$ cat src/rtl/load_store_unit.sv
// Load/store unit: sits between a simple request/response port and a
// single-port data memory with a registered read. Sub-word stores are done
// as read-modify-write; misaligned, illegal-size and out-of-region accesses
// fault without touching memory.
module load_store_unit #(
  parameter int DATA_WIDTH = 32,
  parameter int ADDR_WIDTH = 32,
  parameter int MEM_DEPTH  = 2048
) (
  input  logic                  clk,
  input  logic                  reset,
  input  logic                  req_valid,
  output logic                  req_ready,
  input  logic                  req_we,
  input  logic [1:0]            req_size,
  input  logic                  req_unsigned,
  input  logic [ADDR_WIDTH-1:0] req_addr,
  input  logic [DATA_WIDTH-1:0] req_wdata,
  output logic                  resp_valid,
  output logic [DATA_WIDTH-1:0] resp_rdata,
  output logic                  resp_err,
  output logic [7:0]            err_cnt,
  output logic                  mem_rd_en,
  output logic                  mem_wr_en,
  output logic [ADDR_WIDTH-1:0] mem_addr,
  output logic [DATA_WIDTH-1:0] mem_din,
  input  logic [DATA_WIDTH-1:0] mem_dout
);

  localparam logic [1:0] SZ_B = 2'b00;
  localparam logic [1:0] SZ_H = 2'b01;
  localparam logic [1:0] SZ_W = 2'b10;
  localparam int IDX_W = ADDR_WIDTH - 2;
  // Data region is the upper half of the word-indexed memory.
  localparam logic [IDX_W-1:0] IDX_LO = IDX_W'(MEM_DEPTH / 2);
  localparam logic [IDX_W-1:0] IDX_HI = IDX_W'(MEM_DEPTH);

  typedef enum logic [2:0] {
    IDLE, LD_ISSUE, LD_WAIT, RMW_READ, RMW_WAIT, ST_WRITE, RESP
  } state_t;

  state_t state, next_state;

  logic                  accept;
  logic                  fault;
  logic [IDX_W-1:0]      idx;
  // Request fields captured at acceptance (data path, no reset needed).
  logic [1:0]            size_p1;
  logic                  uns_p1;
  logic [1:0]            off_p1;
  logic [DATA_WIDTH-1:0] wbuf_p1;

  // Shift the addressed lane down to bit 0 and extend it.
  function automatic logic [DATA_WIDTH-1:0] load_extract(
    input logic [DATA_WIDTH-1:0] word,
    input logic [1:0]            size,
    input logic [1:0]            off,
    input logic                  uns
  );
    logic signed [7:0]  b;
    logic signed [15:0] h;
    b = 8'(word >> {off, 3'b000});
    h = 16'(word >> {off[1], 4'b0000});
    case (size)
      SZ_B:    load_extract = uns ? {{(DATA_WIDTH-8){1'b0}}, b}
                                  : {{(DATA_WIDTH-8){b[7]}}, b};
      SZ_H:    load_extract = uns ? {{(DATA_WIDTH-16){1'b0}}, h}
                                  : {{(DATA_WIDTH-16){h[15]}}, h};
      default: load_extract = word;
    endcase
  endfunction

  // Replace only the addressed byte/halfword lane of the memory word.
  function automatic logic [DATA_WIDTH-1:0] lane_merge(
    input logic [DATA_WIDTH-1:0] word,
    input logic [15:0]           wlo,
    input logic [1:0]            size,
    input logic [1:0]            off
  );
    lane_merge = word;
    if (size == SZ_B) lane_merge[{off, 3'b000} +: 8] = wlo[7:0];
    else              lane_merge[{off[1], 4'b0000} +: 16] = wlo;
  endfunction

  assign accept = req_valid & req_ready;

  // Fault decode on the live request; only consulted at acceptance.
  always_comb begin
    idx   = req_addr[ADDR_WIDTH-1:2];
    fault = (req_size == 2'b11)
          | ((req_size == SZ_H) & req_addr[0])
          | ((req_size == SZ_W) & (req_addr[1:0] != 2'b00))
          | (idx < IDX_LO)
          | (idx >= IDX_HI);
  end

  // State register.
  always_ff @(posedge clk or posedge reset) begin
    if (reset) state <= IDLE;
    else       state <= next_state;
  end

  // Next-state and state-decoded outputs.
  always_comb begin
    next_state = state;
    req_ready  = 1'b0;
    resp_valid = 1'b0;
    mem_rd_en  = 1'b0;
    mem_wr_en  = 1'b0;
    case (state)
      IDLE: begin
        req_ready = 1'b1;
        if (req_valid) begin
          if (fault)              next_state = RESP;
          else if (!req_we)       next_state = LD_ISSUE;
          else if (req_size == SZ_W) next_state = ST_WRITE;
          else                    next_state = RMW_READ;
        end
      end
      LD_ISSUE: begin
        mem_rd_en  = 1'b1;
        next_state = LD_WAIT;
      end
      LD_WAIT:  next_state = RESP;
      RMW_READ: begin
        mem_rd_en  = 1'b1;
        next_state = RMW_WAIT;
      end
      RMW_WAIT: next_state = ST_WRITE;
      ST_WRITE: begin
        mem_wr_en  = 1'b1;
        next_state = RESP;
      end
      RESP: begin
        resp_valid = 1'b1;
        next_state = IDLE;
      end
      default:  next_state = IDLE;
    endcase
    mem_din = mem_wr_en ? wbuf_p1 : '0;
  end

  // Response, fault counter and memory address registers.
  always_ff @(posedge clk or posedge reset) begin
    if (reset) begin
      resp_rdata <= '0;
      resp_err   <= 1'b0;
      err_cnt    <= 8'd0;
      mem_addr   <= '0;
    end else begin
      if (accept) mem_addr <= {req_addr[ADDR_WIDTH-1:2], 2'b00};
      case (state)
        IDLE: if (accept && fault) begin
          resp_rdata <= '0;
          resp_err   <= 1'b1;
        end
        LD_WAIT: begin
          resp_rdata <= load_extract(mem_dout, size_p1, off_p1, uns_p1);
          resp_err   <= 1'b0;
        end
        ST_WRITE: begin
          resp_rdata <= '0;
          resp_err   <= 1'b0;
        end
        RESP: if (resp_err && err_cnt != 8'hFF) err_cnt <= err_cnt + 8'd1;
        default: ;
      endcase
    end
  end

  // ---- stage p1: request capture and read-modify-write merge ----
  always_ff @(posedge clk) begin
    if (accept) begin
      size_p1 <= req_size;
      uns_p1  <= req_unsigned;
      off_p1  <= req_addr[1:0];
      wbuf_p1 <= req_wdata;
    end else if (state == RMW_WAIT) begin
      wbuf_p1 <= lane_merge(mem_dout, wbuf_p1[15:0], size_p1, off_p1);
    end
  end

endmodule

$ cat config.mk
export PLATFORM = sky130hd
export DESIGN_NAME = load_store_unit
export DESIGN_NICKNAME = d
export VERILOG_FILES = /design/src/rtl/load_store_unit.sv
export SDC_FILE = /design/constraint.sdc
export NUM_CORES = 1
export LEC_CHECK = 0
export BUFFER_PORTS_ARGS = -buffer_cell sky130_fd_sc_hd__buf_2
export CORE_ASPECT_RATIO = 0.75
export CORE_UTILIZATION = 40
export DETAILED_ROUTE_END_ITERATION = 8
export PLACE_DENSITY = 0.75
export SLEW_MARGIN = 10
export SYNTH_ARGS = -nofsm -noshare
export SYNTH_HDL_FRONTEND = slang
export SYNTH_SLANG_ARGS = --single-unit
$ cat constraint.sdc
create_clock -name clk -period 2.3 [get_ports clk]
set_input_delay 0.345 -clock clk [delete_from_list [all_inputs] [get_ports clk]]
set_output_delay 0.345 -clock clk [all_outputs]
set_load 0.1 [all_outputs]
==> results of run 1 <==
-- flip-flops by register name, indices dropped and copies added, names as in the netlist --
name	count
wbuf_p1	32
state	3
resp_err	1
mem_addr	30
resp_rdata	32
err_cnt	8
size_p1	2
off_p1	2
uns_p1	1
-- worst max-delay path, stage by stage, from the launching register on --
cell and delay (ns):
dfrtp_1 0.52, and3b_1 0.20, buf_4 0.29, and2_1 0.24, buf_12 0.19
-- worst max path at each step --
stage,startpoint,end,slack (ns),cells past startpoint
after floorplan,err_cnt[0],err_cnt[1],-0.05,4
after global placement,off_p1[0],wbuf_p1[27],-0.03,6
after detailed placement,off_p1[0],wbuf_p1[26],-0.04,6
after CTS,state[2],mem_din[0],0.09,4
after global routing,state[0],mem_din[16],0.03,4
final,state[0],mem_din[0],0.14,4
-- routing by layer --
layer  vias to the layer above  share of wire  global-route usage
met4                         2          0.013              0.0675
met3                        23           0.12              0.0910
met5                         -         0.0027              0.0281
li1                       2567              -                   -
met2                       291           0.44               0.356
met1                      2653           0.43               0.345
-- final cells by class --
class,count,area [µm²]
antenna,1,2.50
clock buffer,13,265
clock inverter,3,47.5
fill,1235,5980
inverter,13,48.8
multi-input combinational,450,2670
sequential,111,2960
tap,195,244
timing repair buffer,230,1710
-- cells in the mapped netlist (2+ instances only) --
master	n	area, µm²
buf_4	2	15.0
nand2_1	158	593
dfrtp_1	74	1850
nor2b_1	2	12.5
mux2i_1	18	180
nand4_1	2	12.5
or3b_1	2	17.5
nor3_1	5	25.0
buf_1	3	11.3
a21oi_1	19	95.1
xor2_1	6	52.6
o211ai_1	18	135
inv_1	10	37.5
buf_2	8	40.0
clkbuf_1	28	105
a22o_1	16	140
o2bb2ai_1	7	61.3
o221ai_1	7	61.3
a21boi_0	2	15.0
and3b_1	2	17.5
nor2_1	50	188
mux2_2	2	22.5
nor4_1	3	18.8
o21ai_1	8	40.0
a221oi_1	16	140
edfxtp_1	37	1110
ha_1	6	75.1
o21ai_0	19	95.1
inv_2	2	7.51
o22ai_1	9	56.3
o21a_1	3	22.5
a22oi_1	7	52.6
and2_1	35	219
or4_1	2	15.0
nand3_1	4	20.0
-- cells by family after synthesis --
| logic type | synth area share |
|---|---|
| AND/OR/NAND/NOR | 0.209 |
| AO/OA/AOI/OAI | 0.181 |
| flip-flops | 0.511 |
| buffers and inverters | 0.0399 |
| multiplexers | 0.0349 |
| XOR/XNOR | 0.0106 |
| adder cells (fa/ha/maj) | 0.0129 |
| other | 0.000646 |
-- what timing repair did --
action	CTS	global route
hold buffers	0	0
resized for setup	1	1
setup endpoints to repair	8	14
-- through the flow --
stage           util  instance area [µm²]  TNS, ns  std cells  setup slack, ns
3_5_place_dp   0.547                 7630   -0.105        999          -0.0360
2_1_floorplan      -                 5900   -0.263        616          -0.0454
3_3_place_gp   0.547                 7630   -0.176        999          -0.0260
5_1_grt        0.570                 7950        0       1015           0.0340
6_report       0.571                 7950        0       1016            0.144
4_1_cts        0.570                 7950        0       1015           0.0872
==> metrics.md, run 1 <==
| Metric | Value |
|---|---|
| Run status | complete, no violations |
| Most frequent cells in the layout | buf_2, nand2_1, dfrtp_1, nor2_1, edfxtp_1 |
| Inserted Clock Buffers | 9 |
| Post-synthesis register bit count | 111 |
| Initial antenna violation count | 0 |
| Pin slew with the least headroom to its limit | 1.03 ns |
| Hold WC Path Type | primary input to async pin |
| Worst slack on hold paths | 0.0675 ns |
| Area of the core | 0.0139 mm² |
| Seq/Total Area, Yosys | 0.511 |
| First-pass GRT wire length | 28.1 mm |
| Clock latency of the later-clocked register in the worst-skew pair | 0.35 ns |
| DRT Pass-1 Iters | 6 |
| Chip height | 106 µm |
| Total of warnings raised by yosys | 0 |
| Number of cells traversed by the worst register-to-register path | 6 |
| Die footprint | 0.0150 mm² |
| Clk_skew | 0.0126 ns |
| Number of enable flip-flop cells after synthesis | 37 |
| Crit path launch type | flip-flop |
| Minimum clock period | 2.16 ns |
| Number of top-level design ports | 212 |
| Initial core utilization | 0.416 |
| Number of buffers added for setup after CTS | 0 |
| Source of the worst register-to-register timing path | off_p1[0] |
| Final-report setup violation count | 0 |
| Number of routed nets with antenna violations | 0 |
| Average cell area after synthesis | 9.43 µm² |
| IO Port Bufs | 209 |
| Average detailed-routed wire length per instance | 18.1 µm |
| Detail Placement HPWL | 13.8 mm |
| Cell count after synthesis | 615 |
| Total track usage | 0.247 |
| Largest net degree at the start of global routing | 75 |
| Number of different library cells in the post-synthesis netlist | 58 |
| Ratio of final minimum period to clock period | 0.937 |
| Critical path data required time | 1.96 ns |
| DRC violations left | 0 |
| P&R area growth vs syn | 37.1% |
| Aggregate routed wire length | 18.4 mm |
| Layout cell share with drive strength beyond 1 | 0.337 |
| Routability cong. | 0.915 |
| Count of max-cap constraint violations | 0 |
| Total number of vias | 5536 |
| Endpoint kind of the worst setup timing path | output pin |
| Clock tree from TritonCTS | yes |
| Crit-path max FO | 34 |
| Root buf cell | clkbuf_16 |
| Ys async rst share | 0.667 |
| Combined area of all synthesized cells | 0.00580 mm² |
| Sinks on Clock Net | 111 |
| Placement row count | 37 |
| Final hold violations | 0 |
| Ratio of routed vias to standard cells | 5.45 |
| Setup repair after global routing missed its margin | no |
| Fmax achieved | 464 MHz |
| Number of design-rule violations left by the first detailed-router iteration | 591 |
| Maximum buffer depth of the clock tree | 2 |
| Main synth FF type | dfrtp_1 |
| Relative slew margins | 0.307 |
| Final number of max-transition violations | 0 |
| Reg2Reg Setup Slack | 0.19 ns |
| Number of global-route vias before repair | 5161 |
| H-tree depth | 3 |
| Startpoint-to-endpoint class of the critical path | flip-flop to output pin |
| Net count reported at finish | 924 |
| Most common cell after layout, fill and taps aside | buf_2 |
| Endpoint of the most critical register-to-register path | wbuf_p1[26] |
| GRT Residual Overflow | 0 |
| Clk pin slew, worst setup/hold paths | 0.08 ns |
| Die X | 141 µm |
| Endpoint arrival time on the critical path | 1.81 ns |
Power of run 1 is not shown: default switching activity piles up to over one toggle a cycle in this logic, so the estimate is an artifact.
==> run 2: changes to the inputs <==
--- a/config.mk
+++ b/config.mk
@@ -9,7 +9,7 @@
 export CORE_ASPECT_RATIO = 0.75
 export CORE_UTILIZATION = 40
 export DETAILED_ROUTE_END_ITERATION = 8
-export PLACE_DENSITY = 0.75
+export PLACE_DENSITY = 0.73
 export SLEW_MARGIN = 10
 export SYNTH_ARGS = -nofsm -noshare
 export SYNTH_HDL_FRONTEND = slang
==> constraint.sdc (replaced) <==
create_clock -name clk -period 2.2 [get_ports clk]
set_input_delay 0.33 -clock clk [delete_from_list [all_inputs] [get_ports clk]]
set_output_delay 0.33 -clock clk [all_outputs]
set_load 0.1 [all_outputs]
==> metrics.md, run 2 (same netlist as run 1, synthesis figures left out) <==
| Metric | Value |
|---|---|
| Run status | complete, no violations |
| Die X | 141 µm |
| H-tree depth | 3 |
| Crit path launch type | flip-flop |
| Inserted Clock Buffers | 9 |
| Most frequent cells in the layout | buf_2, nand2_1, dfrtp_1, nor2_1, edfxtp_1 |
| Number of routed nets with antenna violations | 0 |
| Worst hold path depth | 3 |
| Aggregate routed wire length | 18.6 mm |
| Hold_sp | req_addr[2] |
| Sinks on Clock Net | 111 |
| Routability cong. | 0.870 |
| Minimum clock period | 2.10 ns |
| DRT Pass-1 Iters | 5 |
| Ratio of routed vias to standard cells | 5.49 |
| Pin slew with the least headroom to its limit | 0.962 ns |
| Startpoint-to-endpoint class of the critical path | flip-flop to flip-flop |
| Clk pin slew, worst setup/hold paths | 0.08 ns |
| Crit-path max FO | 13 |
| Endpoint of the worst hold-timing path | mem_addr[2] |
| Initial antenna violation count | 1 |
| Relative slew margins | 0.352 |
| Dominant delay contributor by cell family on the critical path | compound AO/OA/AOI/OAI gates |
| Number of cells traversed by the worst register-to-register path | 6 |
| Registers with the highest flip-flop counts | resp_rdata (32), wbuf_p1 (32), mem_addr (30) |
| Setup Slack @ Placement | 0.151 ns |
| Final number of max-transition violations | 0 |
| Endpoint kind of the worst setup timing path | flip-flop |
| Worst slack on hold paths | 0.163 ns |
| DRC violations left | 0 |
| Chip height | 106 µm |
| Most common cell after layout, fill and taps aside | buf_2 |
| First-pass GRT wire length | 28.8 mm |
| Endpoint of the most critical register-to-register path | wbuf_p1[21] |
| Layout cell share with drive strength beyond 1 | 0.342 |
| Final-report setup violation count | 0 |
| Fmax achieved | 477 MHz |
| Detail Placement HPWL | 13.9 mm |
| Combined buffer and inverter count along the critical path | 2 |
| Filler cell count | 1211 |
| Clk_skew | 0.0111 ns |
| Peak per-stage delay on the critical path | 0.61 ns |
| Hold WC Path Type | primary input to flip-flop |
| Ratio of final minimum period to clock period | 0.954 |
| Final Worst Setup Slack | 0.102 ns |
| GRT Residual Overflow | 0 |
| Total track usage | 0.253 |
| Setup repair after global routing missed its margin | no |
| Number of design-rule violations left by the first detailed-router iteration | 488 |
| Clock latency of the later-clocked register in the worst-skew pair | 0.35 ns |
| P&R area growth vs syn | 38.1% |
| Clock tree from TritonCTS | yes |
| Number of top-level design ports | 212 |
| Net count reported at finish | 929 |
| Total number of vias | 5607 |
| Source of the worst register-to-register timing path | off_p1[1] |
| Critical path data required time | 2.41 ns |
| Placement row count | 37 |
| Count of max-cap constraint violations | 0 |
| Crit-path cells | inv_4 > ha_1 > inv_1 > o41ai_4 > a221oi_1 > nor2_1 |
| IO Port Bufs | 209 |
| Average detailed-routed wire length per instance | 18.2 µm |
| Area of the core | 0.0139 mm² |
| Number of global-route vias before repair | 5062 |
| Slowest library cell on the worst path | o41ai_4 |
| Reg2Reg Setup Slack | 0.10 ns |
| Endpoint arrival time on the critical path | 2.31 ns |
| Final hold violations | 0 |
| Final-layout setup total negative slack | 0 ns |
| Maximum buffer depth of the clock tree | 2 |
| Die footprint | 0.0150 mm² |
| Initial core utilization | 0.416 |
| Root buf cell | clkbuf_16 |
| Largest net degree at the start of global routing | 49 |
## run 2: cell count changes in the layout (fill, tap and decap cells not counted), moves of 2 or more
cell	before	now
and2_2	9	2
and2_4	0	7
buf_12	34	36
buf_4	20	22
clkbuf_1	2	0
clkinvlp_4	0	3
inv_2	3	1
inv_6	2	0
inv_8	0	3
## run 2: timing repair
item | CTS | global route
endpoints found under the hold margin | 7 | 0
setup endpoints to repair | 0 | 4
buffers inserted | 0 | 1
hold buffers | 1 | 0
resized for setup | 0 | 1
## run 2: stage by stage
stage           util  area (µm²)  cells
2_1_floorplan      -        5920    616
3_3_place_gp   0.552        7690   1002
3_5_place_dp   0.552        7690   1002
4_1_cts        0.574        8000   1019
5_1_grt        0.575        8010   1020
6_report       0.575        8010   1021
## run 2: worst max-delay path by stage
stage | cells after the start | endpoint | slack [ns] | start
2_1_floorplan | 7 | resp_rdata[25] | -0.12 | state[0]
3_3_place_gp | 6 | resp_rdata[22] | 0.26 | req_addr[27]
3_5_place_dp | 6 | wbuf_p1[21] | 0.15 | off_p1[1]
4_1_cts | 4 | mem_din[17] | 0.11 | state[2]
5_1_grt | 4 | mem_din[9] | 0.01 | state[2]
6_report | 6 | wbuf_p1[21] | 0.10 | off_p1[1]
## run 2: worst reg2reg max path, cell delays in order, from the launching register on
cell and delay (ns):
edfxtp_1 0.48, inv_4 0.12, ha_1 0.33, inv_1 0.10
o41ai_4 0.61, a221oi_1 0.18, nor2_1 0.13
## run 2: area by class of cell
class | count | area, µm² | area share
Sequential cell | 111 | 2970 | 0.370
Multi-Input combinational cell | 450 | 2670 | 0.333
Timing Repair Buffer | 235 | 1780 | 0.222
Tap cell | 195 | 244 | 0.0304
Clock buffer | 9 | 225 | 0.0281
Clock inverter | 7 | 73.8 | 0.00921
Inverter | 13 | 55.1 | 0.00687
Antenna cell | 1 | 2.50 | 0.000312
## run 2: per-layer routing
layer	track usage	up-vias	wire length, µm
met4	0.0738	0	403
met1	0.371	2686	8470
li1	-	2583	-
met5	0	-	0
met3	0.0793	34	1950
met2	0.355	304	7760
Power of run 2 is left out for the same reason.
==> run 3: changes to the inputs <==
==> constraint.sdc (replaced) <==
create_clock -name clk -period 2.2 [get_ports clk]
set_input_delay 0.33 -clock clk [delete_from_list [all_inputs] [get_ports clk]]
set_output_delay 0.33 -clock clk [all_outputs]
set_load 0.05 [all_outputs]
==> metrics.md, run 3 (same netlist as run 1, synthesis figures left out) <==
| Metric | Value |
|---|---|
| Final core occ | 0.536 |
| DRC violations left | 0 |
| Endpoint kind of the worst setup timing path | output pin |
| H-tree depth | 3 |
| Startpoint-to-endpoint class of the critical path | flip-flop to output pin |
| Area of the core | 0.0139 mm² |
| Peak per-stage delay on the critical path | 0.40 ns |
| Inserted Clock Buffers | 9 |
| Setup Slack @ Placement | 0.105 ns |
| Aggregate routed wire length | 17.9 mm |
| Net count reported at finish | 930 |
| Relative slew margins | 0.369 |
| Endpoint arrival time on the critical path | 1.78 ns |
| Clock tree from TritonCTS | yes |
| Die X | 141 µm |
| Placement row count | 37 |
| Pin slew with the least headroom to its limit | 0.946 ns |
| Filler cell count | 1248 |
| Antenna cells | 0 |
| Most frequent cells in the layout | buf_2, nand2_1, dfrtp_1, nor2_1, edfxtp_1 |
| Initial antenna violation count | 0 |
| Power Dens Cells | 1450 mW/mm² |
| Hold WC Path Type | primary input to async pin |
| Peak ir drop on the vdd network | 0.943 mV |
| Average detailed-routed wire length per instance | 17.6 µm |
| Crit-path max FO | 33 |
| Total track usage | 0.245 |
| Number of top-level design ports | 212 |
| Critical path data required time | 1.87 ns |
| Post-route total power | 10.8 mW |
| Routability cong. | 0.980 |
| Number of cells traversed by the worst register-to-register path | 6 |
| Number of design-rule violations left by the first detailed-router iteration | 462 |
| Reg2Reg Setup Slack | 0.10 ns |
| Crit path launch type | flip-flop |
| Ratio of routed vias to standard cells | 5.36 |
| Crit-path cells | and3b_1 > buf_4 > and2_1 > buf_2 |
| Met3 Track Usage GR | 0.0730 |
| Final-report setup violation count | 0 |
| Number of global-route vias before repair | 5042 |
| GRT Residual Overflow | 0 |
| Met1 track utilization from global routing | 0.360 |
| IO Port Bufs | 209 |
| Clk pin slew, worst setup/hold paths | 0.08 ns |
| Largest net degree at the start of global routing | 75 |
| Number of routed nets with antenna violations | 0 |
| Maximum buffer depth of the clock tree | 2 |
| Start point of the critical path | state[1] |
| Final Worst Setup Slack | 0.0925 ns |
| Final design area excluding fillers | 0.00746 mm² |
| Total number of vias | 5469 |
| Met2 Use GR | 0.348 |
| Layout cell share with drive strength beyond 1 | 0.329 |
| Ratio of final minimum period to clock period | 0.958 |
| Fmax achieved | 474 MHz |
| P&R area growth vs syn | 28.7% |
| Final number of max-transition violations | 0 |
| Lkg Pwr | 3.70 nW |
| Registers with the highest flip-flop counts | resp_rdata (32), wbuf_p1 (32), mem_addr (30) |
| DRT Pass-1 Iters | 5 |
| Most common cell after layout, fill and taps aside | buf_2 |
| Worst slack on hold paths | 0.0700 ns |
| Clk_skew | 0.00680 ns |
| Cell area reported after detailed placement | 0.00715 mm² |
| Count of max-cap constraint violations | 0 |
| Run status | complete, no violations |
| Source of the worst register-to-register timing path | size_p1[1] |
| Sinks on Clock Net | 111 |
| Initial core utilization | 0.416 |
| Clock latency of the later-clocked register in the worst-skew pair | 0.35 ns |
| Final hold violations | 0 |
| Root buf cell | clkbuf_16 |
| Slowest library cell on the worst path | dfrtp_1 |
| Chip height | 106 µm |
| Minimum clock period | 2.11 ns |
| Gr busiest metal | met1 |
| Endpoint of the most critical register-to-register path | wbuf_p1[16] |
| First-pass GRT wire length | 27.7 mm |
| Detail Placement HPWL | 13.5 mm |
| Die footprint | 0.0150 mm² |
## run 3: final cells by class
cell class,count,area (µm²),share of cell area
Clock buffer,10,229,0.0307
Clock inverter,6,52.6,0.00704
Inverter,13,55.1,0.00738
Multi-Input combinational cell,450,2650,0.355
Sequential cell,111,2960,0.397
Tap cell,195,244,0.0327
Timing Repair Buffer,236,1270,0.171
## run 3: per-stage QoR
| stage | cells | TNS, ns |
|---|---|---|
| 5_1_grt | 1021 | -0.00935 |
| 3_5_place_dp | 1003 | 0 |
| 3_3_place_gp | 1003 | 0 |
| 6_report | 1021 | 0 |
| 2_1_floorplan | 616 | -2.09 |
| 4_1_cts | 1019 | 0 |
## run 3: per-layer routing
layer / share of wire / up-vias
li1: - / 2580
met1: 0.47 / 2603
met2: 0.42 / 266
met3: 0.095 / 20
met4: 0.013 / 0
met5: 0 / -
## run 3: worst max-delay path by stage
stage                           to  cells past startpoint
floorplan              wbuf_p1[10]                      6
global placement    resp_rdata[18]                      5
detailed placement  resp_rdata[26]                      5
CTS                 resp_rdata[30]                      5
global route           wbuf_p1[18]                      6
finish                  mem_din[6]                      4
## run 3: power breakdown
part,internal (mW),switching [mW]
combinational,1.44,4.19
clock,0.791,0.786
sequential,3.11,0.520
total,5.35,5.50
## run 3: timing repair
item,4_1_cts,5_1_grt
setup buffers,0,2
hold buffers,0,0
setup endpoints to repair,0,37
resized for setup,0,4
## run 3: critical path: cells and delay by family (launching register included)
kind                   cells  cell delay (ns)
buffers and inverters      2             0.55
and+or+nand+nor            2             0.45
DFF                        1             0.40
(Power assumes the default switching activity.)
